## src/rtl/piezo_pkg.sv

```systemverilog
// Shared types, 50 MHz default timing constants and a counter-width helper
// for the piezo timebase.
package piezo_pkg;

  typedef enum logic [1:0] {
    IDLE,
    BEEP,
    GAP
  } cad_state_t;

  localparam int PIEZO_PERIOD_CYC = 100_000_000;
  localparam int PIEZO_WINDOW_CYC = 12_500_000;
  localparam int PIEZO_LO_HALF    = 25_000;
  localparam int PIEZO_HI_HALF    = 12_500;
  localparam int PIEZO_CHIRP_CYC  = 6_250_000;

  // Width of a counter that must hold 0..n-1, never narrower than one bit.
  function automatic int cnt_w(input int n);
    return (n > 1) ? $clog2(n) : 1;
  endfunction

endpackage

```

## src/rtl/tone_div.sv

```systemverilog
// Square-wave divider: toggles every HALF enabled clocks, and clears output
// and counter whenever disabled so each enable starts in phase.
module tone_div
  import piezo_pkg::*;
#(
  parameter int HALF = PIEZO_LO_HALF
) (
  input  logic clk,
  input  logic rst_n,
  input  logic en,
  output logic tone
);

  localparam int CW = cnt_w(HALF);

  logic [CW-1:0] cnt;

  // NOTE: sequential state uses non-blocking assignments only, so every
  // register samples pre-edge values regardless of statement order.
  always_ff @(posedge clk or negedge rst_n) begin
    if (!rst_n) begin
      cnt  <= '0;
      tone <= 1'b0;
    end else if (!en) begin
      cnt  <= '0;
      tone <= 1'b0;
    end else if (cnt == CW'(HALF - 1)) begin
      cnt  <= '0;
      tone <= ~tone;
    end else begin
      cnt <= cnt + CW'(1);
    end
  end

endmodule

```

## src/rtl/piezo_timer.sv

```systemverilog
// Piezo timebase: beep-window cadence FSM plus low (steering) and high
// (warning) tone dividers. Define PIEZO_HI_CHIRP_EN to chop the high tone.
module piezo_timer
  import piezo_pkg::*;
#(
  parameter int PERIOD_CYC = PIEZO_PERIOD_CYC,
  parameter int WINDOW_CYC = PIEZO_WINDOW_CYC,
  parameter int LO_HALF    = PIEZO_LO_HALF,
  parameter int HI_HALF    = PIEZO_HI_HALF,
  parameter int CHIRP_CYC  = PIEZO_CHIRP_CYC
) (
  input  logic clk,
  input  logic rst_n,
  input  logic en_steer,
  input  logic batt_low,
  input  logic ovr_spd,
  output logic timer_2sec,
  output logic timer2_ensteer,
  output logic timer3_battspd
);

  localparam int PW = cnt_w(PERIOD_CYC);

  if (WINDOW_CYC >= PERIOD_CYC || WINDOW_CYC < 1) begin : g_bad_window
    $error("piezo_timer: WINDOW_CYC must be in 1..PERIOD_CYC-1");
  end
  if (CHIRP_CYC < 1) begin : g_bad_chirp
    $error("piezo_timer: CHIRP_CYC must be at least 1");
  end

  cad_state_t    state;
  logic [PW-1:0] pcnt;
  logic          warn;
  logic          lo_en;
  logic          hi_en;

  assign warn = batt_low | ovr_spd;

  // timer_2sec is loaded with the same decision as the next state, so it
  // always equals (state == BEEP) without a combinational output path.
  always_ff @(posedge clk or negedge rst_n) begin
    if (!rst_n) begin
      state      <= IDLE;
      pcnt       <= '0;
      timer_2sec <= 1'b0;
    end else if (!en_steer) begin
      state      <= IDLE;
      pcnt       <= '0;
      timer_2sec <= 1'b0;
    end else begin
      case (state)
        IDLE: begin
          state      <= BEEP;
          pcnt       <= '0;
          timer_2sec <= 1'b1;
        end
        BEEP: begin
          pcnt <= pcnt + PW'(1);
          if (pcnt == PW'(WINDOW_CYC - 1)) begin
            state      <= GAP;
            timer_2sec <= 1'b0;
          end else begin
            timer_2sec <= 1'b1;
          end
        end
        GAP: begin
          if (pcnt == PW'(PERIOD_CYC - 1)) begin
            state      <= BEEP;
            pcnt       <= '0;
            timer_2sec <= 1'b1;
          end else begin
            pcnt       <= pcnt + PW'(1);
            timer_2sec <= 1'b0;
          end
        end
        default: begin
          state      <= IDLE;
          pcnt       <= '0;
          timer_2sec <= 1'b0;
        end
      endcase
    end
  end

  // Gating with en_steer kills the low tone on the same edge that ends the
  // window when steering drops mid-window.
  assign lo_en = (state == BEEP) && en_steer;

`ifdef PIEZO_HI_CHIRP_EN
  localparam int CCW = cnt_w(2 * CHIRP_CYC);

  logic [CCW-1:0] ccnt;

  always_ff @(posedge clk or negedge rst_n) begin
    if (!rst_n) begin
      ccnt <= '0;
    end else if (!warn) begin
      ccnt <= '0;
    end else if (ccnt == CCW'(2 * CHIRP_CYC - 1)) begin
      ccnt <= '0;
    end else begin
      ccnt <= ccnt + CCW'(1);
    end
  end

  // First CHIRP_CYC counts of each chirp period are the audible slice.
  assign hi_en = warn && (ccnt < CCW'(CHIRP_CYC));
`else
  assign hi_en = warn;
`endif

  tone_div #(
    .HALF(LO_HALF)
  ) u_lo_div (
    .clk  (clk),
    .rst_n(rst_n),
    .en   (lo_en),
    .tone (timer2_ensteer)
  );

  tone_div #(
    .HALF(HI_HALF)
  ) u_hi_div (
    .clk  (clk),
    .rst_n(rst_n),
    .en   (hi_en),
    .tone (timer3_battspd)
  );

endmodule

```

## config.mk

```make
export PLATFORM = sky130hd
export DESIGN_NAME = piezo_timer
export DESIGN_NICKNAME = d
export VERILOG_FILES = /design/src/rtl/piezo_pkg.sv /design/src/rtl/tone_div.sv /design/src/rtl/piezo_timer.sv
export SDC_FILE = /design/constraint.sdc
export NUM_CORES = 1
export LEC_CHECK = 0
export ABC_AREA = 1
export CORE_MARGIN = 2
export CORE_UTILIZATION = 49
export CTS_BUF_LIST = sky130_fd_sc_hd__clkbuf_4
export DETAILED_ROUTE_END_ITERATION = 8
export GPL_TIMING_DRIVEN = 1
export PLACE_DENSITY_LB_ADDON = 0.05
export SLEW_MARGIN = 25
export SYNTH_ARGS = -nofsm -noshare
export SYNTH_HDL_FRONTEND = slang
export SYNTH_SLANG_ARGS = --single-unit
```

## constraint.sdc

```tcl
create_clock -name clk -period 2.8 [get_ports clk]
set_input_delay 0.56 -clock clk [delete_from_list [all_inputs] [get_ports clk]]
set_output_delay 0.56 -clock clk [all_outputs]
set_load 0.005 [all_outputs]
```

---- Word level (Yosys, flattened, before mapping) ----
Index checks and enable logic that the tools add are counted.
cells by class
  equality and inequality tests ........... 10
  bitwise logic cells ..................... 3
  mux-type cells .......................... 19
  $add $sub $neg .......................... 3
  reductions and logical operators ........ 3
operators by type and width
  kind                     count
  $mux W27                 2
  $pmux W27 S2             1
  $mux W15                 2
  $mux W14                 2
  $add A27 B1 Y27 const B  1
  $eq A27 B24 Y1 const B   1
  $eq A27 B27 Y1 const B   1
  $add A15 B1 Y15 const B  1
  $eq A15 B15 Y1 const B   1
  $add A14 B1 Y14 const B  1
  $eq A14 B14 Y1 const B   1
  $mux W1                  7
  $mux W2                  3
  $ne A3 B3 Y1 const B     2
  $pmux W2 S3              1
  $ne A2 B2 Y1 const B     2
  $pmux W1 S3              1
  $eq A2 B1 Y1 const B     1
  $eq A2 B2 Y1 const B     1
  $logic_not A2 Y1         1
  $not A1 Y1               2
  $reduce_and A2 Y1        1
  $logic_and A1 B1 Y1      1
  $or A1 B1 Y1             1
storage, ports and cells
  flip-flop bits (word level) ............. 61
  output and inout port bits .............. 3
  bits of input ports ..................... 5
  logic and storage cells ................. 45

---- Longest topological paths before layout ----
  depth in word-level cells ............... 4
  gate-level depth with buffers ........... 11
  mapped depth without buffers ............ 10

---- Hierarchy ----
Synthesis repeated with hierarchy kept, for this count alone.
second synthesis, totals
  cell total of the unflattened synthesis .. 462
  area, all modules ....................... 3519.6 sq um
modules (own cells, without submodules)
  module               area each (sq um)  instances  cells each  seq. area each (sq um)
  piezo_timer          1845.5             1          255         750.7
  tone_div (u_lo_div)  875.8              1          108         400.4
  tone_div (u_hi_div)  798.3              1          99          375.4

---- Least setup slack after synthesis ----
OpenSTA, ideal clock, no wires.
  kind .................................... reg2reg
  start point ............................. register pcnt[0]
  end point ............................... register pcnt[2]
  stages on the path, launching flop included .. 12
  required time ........................... 2.679 ns
  setup slack ............................. 1.244 ns
  library setup time ...................... 0.121 ns
  arrival time ............................ 1.435 ns
  cell sequence ........................... dfrtp_1 ha_1 nand3_1 inv_2 nand2_2 nor2_4 nand2_2 nand2_4 nand2_4 nand2_4 buf_8 nor2_2
between the ends
  word-level cells in the longest chain between the ends .. 4
  elaborated cells between the ends (all ways) .. 5
  those cells by class .................... 1 x add/sub; 1 x eq/ne; 3 x mux
ends and longest elaborated chain
  element                                            RTL line                                                 source
  from (decl)                                        piezo_timer.sv:32                                        logic [PW-1:0] pcnt;
  from (signal assigned)                             piezo_timer.sv:58                                        pcnt <= pcnt + PW'(1);
  from (signal assigned)                             piezo_timer.sv:72                                        pcnt <= pcnt + PW'(1);
  $add A27 B1 Y27 or $eq A27 B27 Y1 (tied branches)  piezo_timer.sv:58, piezo_timer.sv:72, piezo_timer.sv:67
  $mux W27                                           piezo_timer.sv:67                                        if (pcnt == PW'(PERIOD_CYC - 1)) begin
  $pmux W27 S2 *                                     piezo_timer.sv:51                                        case (state)
  $mux W27 *                                         piezo_timer.sv:46                                        end else if (!en_steer) begin
Every way passes the cells marked *; elsewhere a longest branch is shown, timed or not.
A chain may end at the register's enable or synchronous reset.

---- Final worst setup path ----
  start point ............................. register u_hi_div.tone
  end point ............................... output port timer3_battspd
RTL lines
  element                 RTL line           source
  from (decl)             tone_div.sv:11     output logic tone
  from (signal assigned)  tone_div.sv:29     tone <= ~tone;
  to (decl)               piezo_timer.sv:19  output logic timer3_battspd
No word-level cell between the ends.

==> impl.org <==
** Status
- The run finished with clean final reports.

** Critical path
- Slowest library cell on the worst path :: sky130_fd_sc_hd__clkdlybuf4s50_1
- Kind of end point of the critical path :: output pin
- The worst register-to-register path has a depth of 10.
- Largest stage delay, worst path :: 0.51 ns
- Count of buffer and inverter cells on the critical path :: 1
- Data on the critical path arrives at its endpoint at 1.31 ns.
- Crit path launch type :: flip-flop
- Startpoint of the most critical register-to-register path :: pcnt[0]$_DFF_PN0_
- Peak fanout along the critical path :: 3
- Reg-to-reg setup timing slack :: 0.97 ns
- The signal on the critical path passes through clkdlybuf4s50_1.
- Critical path data required time :: 2.24 ns
- Critical path class :: flip-flop to output pin
- The worst register-to-register path ends at pcnt[10]$_DFF_PN0_.
- Cell type group with the largest total delay on the critical path :: buffers and inverters

** Layout
- Synth-to-Final Area Change :: 8.08%
- Proportion of layout cells with a drive suffix above 1 :: 0.0818
- Fillers :: 655
- Combined area of the multi-input logic cells :: 1650 um2
- 0 antenna diodes ended up in the layout.
- Nets :: 497
- Register Area :: 1530 um2

** Clock network
- At the later pin of the worst-skew pair, clock insertion delay measures between 0.4 and 0.5 ns.
- Post-CTS timing repair inserted 0 buffers for setup.
- CTS tree :: yes
- Clock tree synthesis selected as its root buffer the cell sky130_fd_sc_hd__clkbuf_4.
- The tree built by TritonCTS fans out to 61 sinks.
- After clock tree synthesis, the clock-pin slew on the worst setup and hold paths is 0.10 ns.
- Longest Clk Path Bufs :: 2
- Counting the buffers created by CTS gives 9.
- Gates resized during post-CTS repair numbered 0.
- Number of H-tree levels :: 3
- Buffers inserted to repair hold after CTS numbered 0.

** Yosys
- Syn nets :: 481
- sky130_fd_sc_hd__nand2_1 is the most common cell in the netlist.
- In this run, synthesis inferred 0 flip-flops with an integrated enable.
- Yosys top cell area share :: 0.442
- Largest area contributor in the netlist :: sky130_fd_sc_hd__dfrtp_1
- Distinct cell type count after synthesis :: 26
- Sequential share of the synthesized area :: 0.442
- A synthesized cell averages 7.36 um2.
- Counting flops and latches in the post-synthesis netlist gives 61.
- In the synthesized netlist the dominant register cell turns out to be sky130_fd_sc_hd__dfrtp_1.
- Cell types occupying the most area after synthesis :: sky130_fd_sc_hd__dfrtp_1 (44%), sky130_fd_sc_hd__nand2_1 (11%), sky130_fd_sc_hd__nor2_1 (11%)
- FFs w/ async S/R, synth :: 1.00
- Synthesized instance count :: between 400 and 500
- The synthesized netlist occupies a cell area of 3450 um2.
- Yosys warning total :: 0
- Synth top cells by count :: sky130_fd_sc_hd__nand2_1 (104), sky130_fd_sc_hd__nor2_1 (102), sky130_fd_sc_hd__inv_1 (63), sky130_fd_sc_hd__dfrtp_1 (61), sky130_fd_sc_hd__nand3_1 (31)

** Detailed routing
- In the routed layout, each cell is associated on average with a via count of just under 5.
- Antenna Violating Nets Remaining :: 0
- Residual DRC :: 0
- The detailed router finished its first iteration with 149 violations.
- Via count :: 2827
- The final layout contains routed wiring with a total length of 6.61 mm.
- In the final routed layout, each cell accounts on average for 11.3 um.
- Detailed-routing iteration count for the pre-antenna-repair pass :: 4

** Timing
- Adding up every negative setup slack in the final design gives 0 ns.
- Hold timing on the final database bottoms out at a slack of between 0.04 and 0.05 ns.
- Worst-case clock skew :: approximately 0.011 ns
- Achievable clock frequency :: around 540 MHz
- Unrepaired setup endpoints after global routing :: false
- At the pin with the least slew margin, the transition time is approximately 0.64 ns.
- The final count of pins violating max slew came to 0.
- The worst pin sits at a relative slew slack of 0.571.
- Final setup fails :: 0
- The number of endpoints with negative hold slack in the final report is 0.
- The worst path needs 1.87 ns of the cycle, external delays included.
- Dividing the final minimum period by the clock period gives 0.667.

** Power and ir drop
- Power per Cell Area :: 477 nW/um2
- VDD sags by at most 0.276 mV.
- For this design the static power due to leakage is 0.00156 uW.

** Global route
- Residual overflow from global routing :: 0
- Total GRT Usage :: 0.200
- Maximum number of pins on one net before global-route repair :: 48
- The via count of the first global-routing pass came to 2749.
- Number of antenna violations at the first check in global routing :: 0
- Wire length of the first global-routing pass :: 11.9 mm

** Flow run
- Across the run, the number of max-cap violations was 0.

** Die
- The initial utilization of the core area, before any placement, comes to 0.508.
- The die is 88.0 um wide.
- Die height :: 88.0 um
- During I/O placement, the number of pins put on the boundary was 8.
- In this run the core area contains 30 standard-cell rows.
- In this run the standard cell core region covers ~6800 um2.
- Die area :: between 7000 and 8000 um2

** Placed design
- Total half-perimeter wirelength after legalization and detailed placement :: 4.76 mm
- In this run the tool buffered the top-level ports with 7 buffer cells.
- Routability-driven placement finished with a final weighted congestion of 0.868.

** Min path
- The min-delay analysis places its worst path in the category input port to asynchronous set/reset pin.
## layer usage
| layer | global-route usage | up-vias | routed length, um |
|---|---|---|---|
| met3 | 0.0500 | 12 | 239 |
| met5 | 0 | - | 0 |
| met1 | 0.264 | 1278 | 3330 |
| li1 | - | 1490 | - |
| met2 | 0.315 | 47 | 2920 |
| met4 | 0.0881 | 0 | 121 |
## layout by cell type (no fill, tap or decap), types with 6 or more instances in the layout
cell type | netlist | final
sky130_fd_sc_hd__o21ai_0 | 10 | 10
sky130_fd_sc_hd__nand3_1 | 31 | 31
sky130_fd_sc_hd__inv_1 | 63 | 63
sky130_fd_sc_hd__clkbuf_4 | 0 | 12
sky130_fd_sc_hd__dfrtp_1 | 61 | 61
sky130_fd_sc_hd__nand4_1 | 9 | 9
sky130_fd_sc_hd__nand2_1 | 104 | 104
sky130_fd_sc_hd__nor2_1 | 102 | 102
sky130_fd_sc_hd__nor3_1 | 14 | 14
sky130_fd_sc_hd__a21oi_1 | 12 | 12
sky130_fd_sc_hd__nor2_2 | 15 | 15
sky130_fd_sc_hd__clkdlybuf4s50_1 | 0 | 6
sky130_fd_sc_hd__ha_1 | 7 | 7
sky130_fd_sc_hd__xor2_1 | 21 | 21
## worst max path at each step
stage | cells after the start | endpoint | startpoint
6_report | 1 | timer3_battspd | u_hi_div.tone$_DFFE_PN0P_
5_1_grt | 10 | pcnt[10]$_DFF_PN0_ | pcnt[0]$_DFF_PN0_
4_1_cts | 1 | timer3_battspd | u_hi_div.tone$_DFFE_PN0P_
3_5_place_dp | 5 | u_lo_div.cnt[7]$_DFF_PN0_ | en_steer
3_3_place_gp | 5 | u_lo_div.cnt[7]$_DFF_PN0_ | en_steer
2_1_floorplan | 11 | pcnt[2]$_DFF_PN0_ | pcnt[0]$_DFF_PN0_
## area by class of cell
cell class / count / share of cell area
well taps: 96 / 0.0322
clock inverters: 3 / 0.00369
inverters: 65 / 0.0654
clock buffers: 12 / 0.0241
flip-flops and latches: 61 / 0.409
repair buffers: 8 / 0.0228
multi-input cells: 340 / 0.443
## registers in the layout, indices dropped and copies added, names as in the netlist
name	count
u_lo_div.cnt	15
u_hi_div.cnt	14
state	2
u_lo_div.tone	1
timer_2sec	1
u_hi_div.tone	1
pcnt	27
## report_power, final
part | switching (uW) | internal (uW) | total (uW) | leakage, uW
sequential | 42.5 | 926 | 969 | 0.000842
combinational | 183 | 105 | 287 | 0.000652
clock | 320 | 203 | 523 | 0.0000646
## logic make-up after synthesis
| kind of cell | Yosys count | synth area share |
|---|---|---|
| simple gates | 283 | 0.353 |
| buf+inv | 68 | 0.0793 |
| flops | 61 | 0.442 |
| compound gates | 27 | 0.0417 |
| xor+xnor | 23 | 0.0583 |
| fa+ha+maj | 7 | 0.0254 |
## through the flow
stage	area (um2)	instances	worst slack, ns	power [uW]	util
final	3730	585	0.934	1780	0.549
after global routing	3730	585	0.785	1910	0.549
after CTS	3730	585	0.905	1800	0.549
after detailed placement	3630	570	0.695	1280	0.534
after global placement	3630	570	0.710	1270	0.534
after floorplan	3450	469	1.24	1200	-
No activity file was read; power rests on OpenSTA's default activity.
